<file path="src/rtl/fetch_pkg.sv">
// Shared types and default widths for the instruction fetch stage.
package fetch_pkg;

  typedef enum logic {
    FETCH = 1'b0,
    HALT  = 1'b1
  } fetch_state_t;

  localparam int N_DEF = 32;
  localparam int R_DEF = 6;

endpackage

</file>
<file path="src/rtl/fetch_unit_pc_reg.sv">
// Byte program counter: asynchronously reset register with a load enable.
module pc_reg #(
  parameter int W = 32
) (
  input  logic         clk,
  input  logic         reset_n,
  input  logic         i_load,
  input  logic [W-1:0] i_d,
  output logic [W-1:0] o_q
);

  logic [W-1:0] r_q;

  // PC storage; holds its value unless a load is requested
  always_ff @(posedge clk or negedge reset_n) begin
    if (!reset_n) begin
      r_q <= '0;
    end else if (i_load) begin
      r_q <= i_d;
    end else begin
      r_q <= r_q;
    end
  end

  assign o_q = r_q;

endmodule

</file>
<file path="src/rtl/fetch_unit.sv">
// Instruction fetch stage: PC, IF/ID holding register with decode backpressure,
// redirect/flush handling and a halt state at the end of instruction memory.
module fetch_unit
  import fetch_pkg::*;
#(
  parameter int n = N_DEF,
  parameter int r = R_DEF
) (
  input  logic         clk,
  input  logic         reset_n,
  output logic [r-1:0] imem_addr,
  input  logic [n-1:0] imem_data,
  input  logic         stall,
  input  logic         redirect_valid,
  input  logic [n-1:0] redirect_pc,
  input  logic         dec_ready,
  output logic         instr_valid,
  output logic [n-1:0] instr,
  output logic [n-1:0] instr_pc,
  output logic         halted,
  output logic         misalign_err
);

  // One past the last byte of instruction memory, one bit wider than the PC
  localparam logic [n:0] L_MEM_BYTES = {{(n-r-2){1'b0}}, 1'b1, {(r+2){1'b0}}};

  fetch_state_t r_state;
  fetch_state_t w_state_next;
  logic         r_instr_valid;
  logic [n-1:0] r_instr;
  logic [n-1:0] r_instr_pc;
  logic         r_misalign;
  logic [n-1:0] w_pc;
  logic [n:0]   w_pc_sum;
  logic         w_at_end;
  logic         w_adv;
  logic         w_redir_oor;
  logic [n-1:0] w_redir_aligned;
  logic         w_pc_load;
  logic [n-1:0] w_pc_d;
  logic         w_halted;

  assign w_pc_sum        = {1'b0, w_pc} + (n+1)'(4);
  assign w_at_end        = (w_pc_sum >= L_MEM_BYTES);
  assign w_redir_aligned = {redirect_pc[n-1:2], 2'b00};
  assign w_redir_oor     = ({1'b0, redirect_pc} >= L_MEM_BYTES);
  assign w_adv           = (r_state == FETCH) && !stall && !redirect_valid &&
                           (!r_instr_valid || dec_ready);

  // Redirect wins; otherwise step by one word unless the last word was just fetched
  always_comb begin
    w_pc_load = 1'b0;
    w_pc_d    = w_pc;
    if (redirect_valid) begin
      w_pc_load = 1'b1;
      w_pc_d    = w_redir_aligned;
    end else if (w_adv && !w_at_end) begin
      w_pc_load = 1'b1;
      w_pc_d    = w_pc_sum[n-1:0];
    end else begin
      w_pc_load = 1'b0;
      w_pc_d    = w_pc;
    end
  end

  pc_reg #(.W(n)) u_pc_reg (
    .clk     (clk),
    .reset_n (reset_n),
    .i_load  (w_pc_load),
    .i_d     (w_pc_d),
    .o_q     (w_pc)
  );

  assign imem_addr = w_pc[r+1:2];

  // FSM state register
  always_ff @(posedge clk or negedge reset_n) begin
    if (!reset_n) begin
      r_state <= FETCH;
    end else begin
      r_state <= w_state_next;
    end
  end

  // FSM next state
  always_comb begin
    w_state_next = r_state;
    if (redirect_valid) begin
      w_state_next = w_redir_oor ? HALT : FETCH;
    end else if (w_adv && w_at_end) begin
      w_state_next = HALT;
    end else begin
      w_state_next = r_state;
    end
  end

  // FSM outputs
  always_comb begin
    w_halted = 1'b0;
    case (r_state)
      FETCH:   w_halted = 1'b0;
      HALT:    w_halted = 1'b1;
      default: w_halted = 1'b0;
    endcase
  end

  // IF/ID register: flush on redirect, load on advance, drain on decode accept
  always_ff @(posedge clk or negedge reset_n) begin
    if (!reset_n) begin
      r_instr_valid <= 1'b0;
      r_instr       <= '0;
      r_instr_pc    <= '0;
    end else if (redirect_valid) begin
      r_instr_valid <= 1'b0;
    end else if (w_adv) begin
      r_instr_valid <= 1'b1;
      r_instr       <= imem_data;
      r_instr_pc    <= w_pc;
    end else if (r_instr_valid && dec_ready) begin
      r_instr_valid <= 1'b0;
    end else begin
      r_instr_valid <= r_instr_valid;
    end
  end

  // Sticky misaligned-redirect flag
  always_ff @(posedge clk or negedge reset_n) begin
    if (!reset_n) begin
      r_misalign <= 1'b0;
    end else if (redirect_valid && (redirect_pc[1:0] != 2'b00)) begin
      r_misalign <= 1'b1;
    end else begin
      r_misalign <= r_misalign;
    end
  end

  assign instr_valid  = r_instr_valid;
  assign instr        = r_instr;
  assign instr_pc     = r_instr_pc;
  assign halted       = w_halted;
  assign misalign_err = r_misalign;

endmodule

</file>
<file path="config.mk">
export PLATFORM = sky130hd
export DESIGN_NAME = fetch_unit
export DESIGN_NICKNAME = d
export VERILOG_FILES = /design/src/rtl/fetch_pkg.sv /design/src/rtl/fetch_unit_pc_reg.sv /design/src/rtl/fetch_unit.sv
export SDC_FILE = /design/constraint.sdc
export NUM_CORES = 1
export LEC_CHECK = 0
export CORE_UTILIZATION = 50
export CTS_CLUSTER_DIAMETER = 200
export DETAILED_ROUTE_END_ITERATION = 16
export PLACE_DENSITY_LB_ADDON = 0.12
export SYNTH_ARGS = -nofsm -noshare
export SYNTH_HDL_FRONTEND = slang
export SYNTH_SLANG_ARGS = --single-unit
</file>
<file path="constraint.sdc">
create_clock -name clk -period 5 [get_ports clk]
set_input_delay 1 -clock clk [delete_from_list [all_inputs] [get_ports clk]]
set_output_delay 1 -clock clk [all_outputs]
set_load 0.02 [all_outputs]
</file>
; After elaboration in Yosys (flattened, before gate mapping)
; Index checks and enable logic that the tools add are counted.
[totals]
register_bits = 99
inputBits = 69
out_inout_bits = 73
elab_cells = 40
[op_classes]
addsub = 1
magnitude_cmp = 2
muxes = 11
bitwise_logic = 2
n_reduce_logical = 18
[ops]
columns = cell, n
row1 = 2-to-1 mux 32 bit, 2
row2 = "adder 32 x 3 -> 33 bit, second input constant", 1
row3 = "greater-or-equal comparator 33 x 9 -> 1 bit, second input constant", 1
row4 = "greater-or-equal comparator 32 x 9 -> 1 bit, second input constant", 1
row5 = 2-to-1 mux 1 bit, 8
row6 = logical AND 1 bit, 7
row7 = nonzero test 2 bit, 3
row8 = zero test 1 bit, 4
row9 = AND reduction 2 bit, 2
row10 = nonzero test 3 bit, 1
row11 = inverter 1 bit, 2
row12 = one-hot mux 1 bit (2 select lines), 1
row13 = logical OR 1 bit, 1

; Depth between registers and ports, before layout
; Gate-level depths: netlist (run 1).
[depth]
ltp_word = 8
mapped_depth = 9
mapped_depth_nobuf = 9

; Cells and area by module
; From an unflattened synthesis (run 1), not the netlist that was laid out.
[hier_totals]
hier_cells = 415
area_unflattened_um2 = 5210.0
[modules_own_cells]
columns = module, instances, cells_per_inst, area_per_inst_um2, seq_area_each_um2
row1 = fetch_unit, 1, 347, 3865.0, 1676.6
row2 = pc_reg, 1, 68, 1345.0, 800.8

; Worst setup path after synthesis (run 1)
; Ideal clock, no wire load.
[synth_timing]
path_kind = input port to flip-flop
startpoint = input redirect_valid
endpoint = register r_instr[0] (netlist: instr[0])
setup_time_ps = 125
arrival_ps = 2672
required_ps = 4875
path_slack_ps = 2203
stages = 4
path_buffers = 2
cell_sequence = clkbuf_1 nor4_1 clkbuf_1 mux2_2
[synth_via]
elab_chain_cells = 4
word_cells_on_any_way = 5
cone_classes = bitwise: 1 / reduce/logical: 4
[synth_rtl]
columns = element, line
row1 = from (decl), fetch_unit.sv:14  ; input logic redirect_valid,
row2 = zero test 1 bit, fetch_unit.sv:47  ; assign w_adv = (r_state == FETCH) && !stall && !redirect_valid &&
row3 = logical AND 1 bit (2 in a row), fetch_unit.sv:47
row4 = AND reduction 2 bit (no source line) *, n/a
row5 = to (signal assigned), fetch_unit.sv:117  ; r_instr <= imem_data;
row6 = to (decl), fetch_unit.sv:30  ; logic [n-1:0] r_instr;
; Mark *: on every way between the ends. The rest lies on a longest branch, timed or not.
; A chain may end at the register's enable or synchronous reset.

; Worst setup path in the final report (run 1)
[layout_timing]
startpoint = register u_pc_reg.r_q[2] (netlist: u_pc_reg.o_q[2])
endpoint = register u_pc_reg.r_q[3] (netlist: u_pc_reg.o_q[3])
[layout_via]
elab_chain_cells = 7
word_cells_on_any_way = 10
cone_classes = add/sub: 1 / order compare: 1 / mux: 4 / reduce/logical: 4
[layout_rtl]
columns = element, line
row1 = from (decl), fetch_unit_pc_reg.sv:12  ; logic [W-1:0] r_q;
row2 = from (signal assigned), fetch_unit_pc_reg.sv:19  ; r_q <= i_d;
row3 = from (signal assigned), fetch_unit_pc_reg.sv:21  ; r_q <= r_q;
row4 = adder 32 x 3 -> 33 bit *, fetch_unit.sv:43  ; assign w_pc_sum = {1'b0, w_pc} + (n+1)'(4);
row5 = greater-or-equal comparator 33 x 9 -> 1 bit, fetch_unit.sv:44  ; assign w_at_end = (w_pc_sum >= L_MEM_BYTES);
row6 = zero test 1 bit, fetch_unit.sv:57  ; end else if (w_adv && !w_at_end) begin
row7 = logical AND 1 bit, fetch_unit.sv:57
row8 = 2-to-1 mux 1 bit, fetch_unit.sv:57
row9 = 2-to-1 mux 1 bit, fetch_unit.sv:54  ; if (redirect_valid) begin
row10 = AND reduction 2 bit (no source line), n/a
; Mark *: on every way between the ends. The rest lies on a longest branch, timed or not. The select of a mux whose other input is x is not followed.

==> results.md, run 1 <==
- Post-Synthesis Cells: 354
- Worst slew margin: 38.0%
- Overall power: 1660 uW
- GRT Resource Usage Total: 23.5%
- P&R area growth vs syn: 36.1%
- Top_reg_cell synth: dfrtp_1
- Crit path DAT: 3.40 ns
- Port Buffers: 139
- Tcrit/Tclk final: 63.1%
- Fmax: 0.317 GHz
- Worst ir drop on vdd: 0.000142 V
- Leading cell types by count after synthesis: dfrtp_1, mux2_2, nor2_1, nand2_1, nor3_1
- Hold Buf Count CTS: 0
- Ranking of synthesized cells by area: dfrtp_1, mux2_2, nor4_1
- CP cell instances: ha_1 > nand4_4 > or4_1 > nor2_1 > a21boi_2 > o22ai_2 > nor3_4 > mux2_1 > mux2_1
- Placement Cell Area: 5900 sq um
- Post-synth EDFFs: 0
- Worst-margin pin slew: 0.930 ns
- Status: complete, no violations
- PD cells: 273 nW/um^2
- Layout cells sized above 1: 24.8%
- Synth warn: 0
- MaxCap Viol Count: 0
- Final core occ: 70.1%
- Initial core utilization: 51.5%
- Total gr overflow: 0
- CTS resizes: 0
- Most used cell, CP: mux2_1
- Vias in the first global route: 3310
- Placer Congestion: 0.911
- Synth area leader: dfrtp_1
- Clock-pin slew on the worst setup and hold paths: 0.10 ns
- # rows: 34
- Final Setup Violations: 0
- Max Fanout on Critical Path: 9
- Buf/Inv on CP: 0
- Iter 0 DRT Violations: 116
- Pin count of the biggest net entering global routing: 57
- Die Area: 9330 sq um
- Worst slack at placement: 1.88 ns
- Vias per Instance: 5.64
- CP max-delay cell: or4_1
- Clk_lat worst skew: 0.36 ns
- Yosys reg bits: 95
- Syn Area/Cell: 12.6 sq um
- CTS tree: done
- Setup Skew: 0.0137 ns
- CP max stage delay: 0.58 ns
- Post-synth cell types: 61
- Filler Cell Count: 658
- Initial antenna violation count: 0
- Post-synth top area share: 53.1%
- Sequential fraction of the synthesis area: 53.1%
- Overall routed net length: 10.5 mm
- Fin area: 6090 sq um
- Top Ports: 142
- Crit-path leading delay family: simple AND/OR/NAND/NOR gates
- Synth Cell Area: 4470 sq um
- H-tree depth: 3
- Die Y: 96.6 microns
- Top-count cell post-synth: dfrtp_1
- TritonCTS Buffers: 9
- Setup bufs post-CTS: 0
- DP Wirelength: 7.67 mm
- Core area: 8680 sq um
- P_leak: 0.00254 uW
- Fin. max-slew vios: 0
- Setup TNS: 0 ns
- Ant. Diodes: 0
- Remaining antenna violation count after routing: 0
- Clock Path Buffers: 2
- TritonRoute pass-1 iters: 4
- RSZ-0062 raised after global routing: false
- Crit path setup slack, layout: 1.85 ns
- Die X: 96.6 microns
- Fin crit period: 3.15 ns
- Clock Sinks: 95
- Residual DRC: 0
- Root Driver: clkbuf_8
- Nets@finish: 553
- Final Hold Viols: 0
- Crit Path Class: reg2reg
- Startpoint types: register
- Critical Path RT: 5.25 ns
- Global-route wire length before repair: 16.5 mm
- Vias: 3360
- Post-synth ARST share: 100%
- Wire per inst: 17.7 microns
- CP endpoint kind: register
- Hold Path Class: reg2reg
==> cell usage in the layout (no fill, tap or decap), types with 2 or more instances in the layout <==
master	instances
clkdlybuf4s50_1	137
dfrtp_1	95
mux2_2	83
nor2_1	15
nand2_1	13
nor3_1	13
nand3_1	10
nor4_1	10
clkbuf_8	10
nand4_1	8
nor2b_1	4
o21ai_0	4
clkinvlp_4	4
buf_4	4
inv_1	3
xor2_1	3
and2_1	3
a211oi_1	3
o21ai_1	3
mux2_1	3
nor4_2	2
nand2_2	2
nor4_4	2
o31a_1	2
or4_1	2
a21oi_1	2
a211o_1	2
and4_1	2
a31oi_1	2
or3_1	2
a21o_1	2
o2111ai_1	2
nand2b_1	2
mux2i_1	2
a22oi_1	2
xnor2_1	2
conb_1	2
inv_8	2
==> stage by stage <==
| step | hold WS, ns | std cells |
|---|---|---|
| after floorplan | 0.524 | 355 |
| after detailed placement | 0.486 | 580 |
| after CTS | 0.514 | 596 |
| final | 0.506 | 596 |
| after global routing | 0.529 | 596 |
| after global placement | 0.452 | 580 |
==> power by group <==
part           internal [uW]  leakage [uW]  switching (uW)
Clock                    201     0.0000846             281
Sequential               818       0.00122            66.8
Combinational            160       0.00124             133
==> flip-flops by register name, summed over array words and instances (netlist names) <==
name	cells
r_state	1
misalign_err	1
instr_pc	30
instr	32
instr_valid	1
u_pc_reg.o_q	30
==> kinds of logic after synthesis <==
| family | synth area share (%) |
|---|---|
| xor+xnor | 0.979 |
| compound gates | 6.07 |
| flops | 53.1 |
| other cells | 0.0838 |
| simple gates | 14.2 |
| mux | 22.1 |
| buf+inv | 3.13 |
| fa+ha+maj | 0.280 |
==> layout make-up <==
class	count	area (sq um)	share of cell area (%)
Sequential cell	95	2380	39.1
Multi-Input combinational cell	232	1970	32.3
Timing Repair Buffer	142	1410	23.1
Clock buffer	10	138	2.26
Tap cell	108	135	2.22
Clock inverter	6	52.6	0.863
Inverter	3	11.3	0.185
==> worst paths after layout <==
| path | from | endpoint | slack, ns | depth (start not counted) |
|---|---|---|---|---|
| setup / recovery | u_pc_reg.o_q[2]$_DFFE_PN0P_ | u_pc_reg.o_q[3]$_DFFE_PN0P_ | 1.85 | 9 |
| hold / removal | misalign_err$_DFFE_PN0P_ | misalign_err$_DFFE_PN0P_ | 0.51 | 1 |
| setup reg to reg | u_pc_reg.o_q[2]$_DFFE_PN0P_ | u_pc_reg.o_q[3]$_DFFE_PN0P_ | 1.85 | 9 |
| hold reg to reg | misalign_err$_DFFE_PN0P_ | misalign_err$_DFFE_PN0P_ | 0.51 | 1 |
| max in group asynchronous | reset_n | u_pc_reg.o_q[17]$_DFFE_PN0P_ | 3.32 | 2 |
| min in group asynchronous | reset_n | instr_pc[5]$_DFFE_PN0P_ | 0.59 | 1 |
==> metal layers <==
layer | global-route usage (%) | up-vias | part of all wire (%)
met2 | 37.3 | 128 | 49
met1 | 31.1 | 1656 | 43
met3 | 6.65 | 10 | 7.4
met4 | 7.84 | 0 | 0.97
met5 | 0 | - | 0
li1 | - | 1566 | -
No activity file was read; power rests on OpenSTA's default activity.
==> inputs of run 2 (changes only) <==
Settings changed: CORE_UTILIZATION 50 to 42.
Clock period 5 ns to 2.7 ns, I/O delays scaled along.
==> run 2 against run 1 <==
Count of clock-buffer cells in the layout unchanged. Clock power rose by 83%. Setup slack lost 1.8 ns. Hold slack got worse by 0.32 ns. Critical path type unchanged.
==> results.md, run 2 (synthesis gave the netlist of run 1 again) <==
- Vias in the first global route: 3534 (+6.8%)
- Worst-margin pin slew: 0.648 ns (-0.282 ns)
- Placement Cell Area: 6230 sq um (+5.6%)
- Fin crit period: 2.62 ns (-0.536 ns)
- Wire per inst: 16.6 microns (-6.3%)
- TritonRoute pass-1 iters: 4 (unchanged)
- Total gr overflow: 0 (unchanged)
- Tcrit/Tclk final: 97.0% (+34 points)
- Most common cell after layout, fill and taps aside: clkdlybuf4s50_1
- Die Area: 11100 sq um (+19%)
- GRT Resource Usage Total: 20.9% (-2.6 points)
- Clk_lat worst skew: 0.37 ns (about the same)
- Worst ir drop on vdd: 0.000285 V (+100%)
- Status: complete, no violations
- Hold Buf Count CTS: 0 (unchanged)
- Beginning of the critical path: u_pc_reg.o_q[3]$_DFFE_PN0P_
- Ant. Diodes: 0 (unchanged)
- MaxCap Viol Count: 0 (unchanged)
- Clock Sinks: 95 (unchanged)
- Vias per Instance: 5.23 (-7.3%)
- Crit path DAT: 2.87 ns (-0.53 ns)
- Remaining antenna violation count after routing: 0 (unchanged)
- TritonCTS Buffers: 9 (unchanged)
- Setup TNS: 0 ns (unchanged)
- Iter 0 DRT Violations: 84 (-28%)
- R2R Path End: u_pc_reg.o_q[3]$_DFFE_PN0P_
- Pin count of the biggest net entering global routing: 51 (-11%)
- Critical Path RT: 2.95 ns (-2.30 ns)
- Layout cells sized above 1: 32.6% (+7.8 points)
- CTS tree: done
- Die Y: 105 microns (+8.9%)
- P_leak: 0.00273 uW (+7.2%)
- Nets@finish: 590 (+6.7%)
- Worst slack at placement: -0.0333 ns (-1.91 ns)
- CP endpoint kind: register
- Startpoint types: register
- Residual DRC: 0 (unchanged)
- Top Ports: 142 (unchanged)
- H-tree depth: 3 (unchanged)
- Final Hold Viols: 0 (unchanged)
- Setup crit end: u_pc_reg.o_q[3]$_DFFE_PN0P_
- P&R area growth vs syn: 45.1%
- Filler Cell Count: 862 (+31%)
- Placer Congestion: 0.841 (-7.7%)
- Fmax: 0.382 GHz (+20%)
- Core area: 10300 sq um (+19%)
- Cells after DPL: 640 (+10%)
- Setup Skew: 0.00897 ns (-0.00474 ns)
- Clock Path Buffers: 2 (unchanged)
- Final Setup Violations: 0 (unchanged)
- Hold Path Class: in2async
- Max reg flops: 32 (unchanged)
- Initial core utilization: 43.3% (-8.2 points)
- Final std cells w/o fill: 661 (+11%)
- Crit path setup slack, layout: 0.0820 ns (-1.76 ns)
- Global-route wire length before repair: 18.2 mm (+10%)
- R2R depth: 9 (unchanged)
- Worst slew margin: 56.8% (+19 points)
- Crit Path Class: reg2reg
- Port Buffers: 139 (unchanged)
- Initial antenna violation count: 0 (unchanged)
- Overall routed net length: 10.9 mm (+3.9%)
- Max Fanout on Critical Path: 8 (-1)
- Fin area: 6490 sq um (+6.6%)
- PD cells: 485 nW/um^2 (+78%)
- Commonest non-fill, non-tap cells in the layout: clkdlybuf4s50_1, dfrtp_1, mux2_2, buf_4, nor2_1
- R2R Path Start: u_pc_reg.o_q[3]$_DFFE_PN0P_
- Root Driver: clkbuf_8
- # rows: 37 (+8.8%)
- RSZ-0062 raised after global routing: true
- Fin. max-slew vios: 0 (unchanged)
- Die X: 105 microns (+8.9%)
- Worst reg2reg setup slack: 0.08 ns (-1.76 ns)
- Clock-pin slew on the worst setup and hold paths: 0.10 ns (about the same)
- DP Wirelength: 8.12 mm (+5.9%)
- Vias: 3455 (+2.8%)
-- run 2: cell count changes in the layout (fill, tap and decap cells not counted), moves of 2 or more --
cell        previous run  this run
dfrtp_2                0         4
buf_4                  4        38
buf_12                 0         3
clkinvlp_4             4         2
clkinv_4               0         2
dfrtp_1               95        91
-- run 2: cell type report --
class / instances / area, sq um / share of cell area [%]
clock buffers: 10 / 128 / 1.97
clock inverters: 6 / 55.1 / 0.848
inverters: 3 / 11.3 / 0.174
multi-input cells: 232 / 2020 / 31.1
flip-flops and latches: 95 / 2380 / 36.7
well taps: 136 / 170 / 2.62
repair buffers: 179 / 1720 / 26.5
-- run 2: how the worst min path moves through the flow --
stage	to	slack, ns	cells after the start
after floorplan	instr[0]$_DFFE_PN0P_	0.24	0
after global placement	misalign_err$_DFFE_PN0P_	0.45	1
after detailed placement	misalign_err$_DFFE_PN0P_	0.47	1
after CTS	instr_pc[2]$_DFFE_PN0P_	0.20	1
after global routing	instr_pc[2]$_DFFE_PN0P_	0.23	1
final	instr_pc[2]$_DFFE_PN0P_	0.19	1
-- run 2: timing repair --
| action | CTS | global route |
|---|---|---|
| pin swaps | 2 | 3 |
| cloned | 0 | 0 |
| gates resized for setup | 3 | 8 |
| setup buffers | 0 | 5 |
| endpoints found under the setup margin | 2 | 7 |
-- run 2: critical path, cell delays in order, from the launching register on --
cell	delay, ns
dfrtp_1	0.43
ha_4	0.18
nand4_4	0.18
or4_4	0.47
nor2_2	0.10
a21boi_2	0.17
o22ai_2	0.11
nor3_4	0.27
mux2_1	0.33
mux2_1	0.28
-- run 2: through the flow --
step | util [%] | power [uW] | hold slack [ns]
final | 62.9 | 3150 | 0.190
after global routing | 62.9 | 3300 | 0.232
after CTS | 62.2 | 3180 | 0.203
after detailed placement | 60.3 | 2280 | 0.473
after global placement | 60.3 | 2270 | 0.451
after floorplan | - | 1920 | 0.244
-- run 2: metal layers --
metal	global-route usage, %	wire, microns	vias up
met2	32.6	5180	94
met1	27.8	4950	1714
met5	0	0	-
met4	6.84	133	0
met3	6.30	682	11
li1	-	-	1636
-- run 2: power by group --
part,internal (uW),total [uW],switching (uW)
Combinational,357,659,302
Sequential,1520,1600,88.1
Clock,351,884,533
==> inputs of run 3 (changes only) <==
Settings changed: SKIP_CTS_REPAIR_TIMING from default to 1.
==> run 3 against run 2 <==
Count of clock-buffer cells in the layout stayed put. Cell count grew 0.30%. Die area did not move. Largest cell class unchanged.
==> results.md, run 3 (synthesis gave the netlist of run 1 again) <==
- R2R Path Start: u_pc_reg.o_q[2]$_DFFE_PN0P_
- Startpoint types: register
- Global-route wire length before repair: 18.1 mm (-0.26%)
- Critical Path RT: 2.95 ns (about the same)
- TritonCTS Buffers: 9 (unchanged)
- CP endpoint kind: register
- Worst reg2reg setup slack: 0.02 ns (-0.06 ns)
- Setup TNS: 0 ns (unchanged)
- P&R area growth vs syn: 45.5%
- Overall power: 3150 uW (+0.16%)
- Top Ports: 142 (unchanged)
- Total gr overflow: 0 (unchanged)
- P_leak: 0.00275 uW (+0.86%)
- Crit Path Class: reg2reg
- PD cells: 485 nW/um^2 (-0.13%)
- Gr busiest metal: met2
- CTS tree: done
- R2R depth: 9 (unchanged)
- Most common cell after layout, fill and taps aside: clkdlybuf4s50_1
- Vias: 3490 (+1.0%)
- Smallest hold slack: 0.191 ns (+0.000852 ns)
- Clock Path Buffers: 2 (unchanged)
- Final Setup Violations: 0 (unchanged)
- H-tree depth: 3 (unchanged)
- Worst slew margin: 56.7% (-0.12 points)
- Residual DRC: 0 (unchanged)
- Crit path DAT: 2.93 ns (+0.06 ns)
- Layout cells sized above 1: 33.0% (+0.45 points)
- Clock Sinks: 95 (unchanged)
- Worst ir drop on vdd: 0.000285 V (about the same)
- Initial core utilization: 43.3% (unchanged)
- Placer Congestion: 0.841 (unchanged)
- Beginning of the critical path: u_pc_reg.o_q[2]$_DFFE_PN0P_
- Vias per Instance: 5.26 (+0.71%)
- Port Buffers: 139 (unchanged)
- Die Y: 105 microns (unchanged)
- Ant. Diodes: 0 (unchanged)
- Pin count of the biggest net entering global routing: 51 (unchanged)
- Iter 0 DRT Violations: 98 (+17%)
- Clk_lat worst skew: 0.36 ns (about the same)
- Worst-margin pin slew: 0.650 ns (+0.00173 ns)
- TritonRoute pass-1 iters: 4 (unchanged)
- Met3 Track Usage GR: 6.30% (unchanged)
- Filler Cell Count: 849 (-1.5%)
- Wire per inst: 16.7 microns (+0.66%)
- Die Area: 11100 sq um (unchanged)
- Tcrit/Tclk final: 99.4% (+2.4 points)
- Met1 Usage GRT: 27.6% (-0.16 points)
- Commonest non-fill, non-tap cells in the layout: clkdlybuf4s50_1, dfrtp_1, mux2_2, buf_4, nor2_1
- Status: complete, no violations
- Root Driver: clkbuf_8
- RSZ-0062 raised after global routing: true
- DP Wirelength: 8.12 mm (unchanged)
- Cells after DPL: 640 (unchanged)
- Max reg flops: 32 (unchanged)
- Final Hold Viols: 0 (unchanged)
- Core area: 10300 sq um (unchanged)
- Nets@finish: 592 (+0.34%)
- Max Fanout on Critical Path: 7 (-1)
- Fmax: 0.373 GHz (-2.4%)
- Met2 Track Usage GR: 32.5% (-0.047 points)
- Remaining antenna violation count after routing: 0 (unchanged)
- Fin. max-slew vios: 0 (unchanged)
- R2R Path End: u_pc_reg.o_q[6]$_DFFE_PN0P_
- GRT Resource Usage Total: 20.8% (-0.067 points)
- Vias in the first global route: 3531 (-0.085%)
- Setup Skew: 0.00808 ns (-0.000891 ns)
- Fin crit period: 2.68 ns (+0.0647 ns)
- Overall routed net length: 11.1 mm (+0.97%)
- Initial antenna violation count: 0 (unchanged)
- Final std cells w/o fill: 663 (+0.30%)
- MaxCap Viol Count: 0 (unchanged)
- Clock-pin slew on the worst setup and hold paths: 0.10 ns (about the same)
- Die X: 105 microns (unchanged)
- Crit path setup slack, layout: 0.0173 ns (-0.0647 ns)
- Worst slack at placement: -0.0333 ns (unchanged)
- Hold Path Class: in2async
- # rows: 37 (unchanged)
[run 3: cell types whose count changed in the layout (fill, tap and decap cells not counted), sizes merged]
cell,previous run,this run
buf,42,44
[run 3: worst max path at each step]
| stage | end | slack (ns) | cells past startpoint |
|---|---|---|---|
| CTS | u_pc_reg.o_q[6]$_DFFE_PN0P_ | -0.05 | 8 |
| floorplan | u_pc_reg.o_q[3]$_DFFE_PN0P_ | 0.07 | 9 |
| global placement | u_pc_reg.o_q[3]$_DFFE_PN0P_ | -0.03 | 8 |
| global route | u_pc_reg.o_q[6]$_DFFE_PN0P_ | -0.14 | 10 |
| finish | u_pc_reg.o_q[6]$_DFFE_PN0P_ | 0.02 | 9 |
| detailed placement | u_pc_reg.o_q[3]$_DFFE_PN0P_ | -0.03 | 8 |
[run 3: where the power goes]
group / leakage [uW] / internal, uW / switching (uW)
logic: 0.00145 / 362 / 303
clock network: 0.0000865 / 351 / 533
registers: 0.00121 / 1520 / 87.4
[run 3: cell type report]
cell class	instances	area [sq um]	share of cell area (%)
clock buffer	10	128	1.96
tap	136	170	2.61
inverter	3	11.3	0.173
timing repair buffer	181	1740	26.7
multi-input combinational	232	2020	31.1
clock inverter	6	55.1	0.846
sequential	95	2380	36.6
[run 3: metrics by stage]
step                      area (sq um)  util [%]
after floorplan                   4500         -
after global placement            6230      60.3
after detailed placement          6230      60.3
after CTS                         6410      62.1
after global routing              6510      63.0
final                             6510      63.0
[run 3: routing by layer]
metal  vias up  wire length, microns
li1       1636                     -
met1      1745                  4940
met2       102                  5250
met3         7                   750
met4         0                   109
met5         -                     0
[run 3: critical path: stages, from the launching register on]
cell and delay, ns:
dfrtp_2 0.41, ha_4 0.16, nand4_4 0.18, buf_4 0.19, o31a_1 0.28, a221oi_2 0.35
nand4_2 0.19, nor3_4 0.24, mux2_4 0.32, a221o_1 0.26
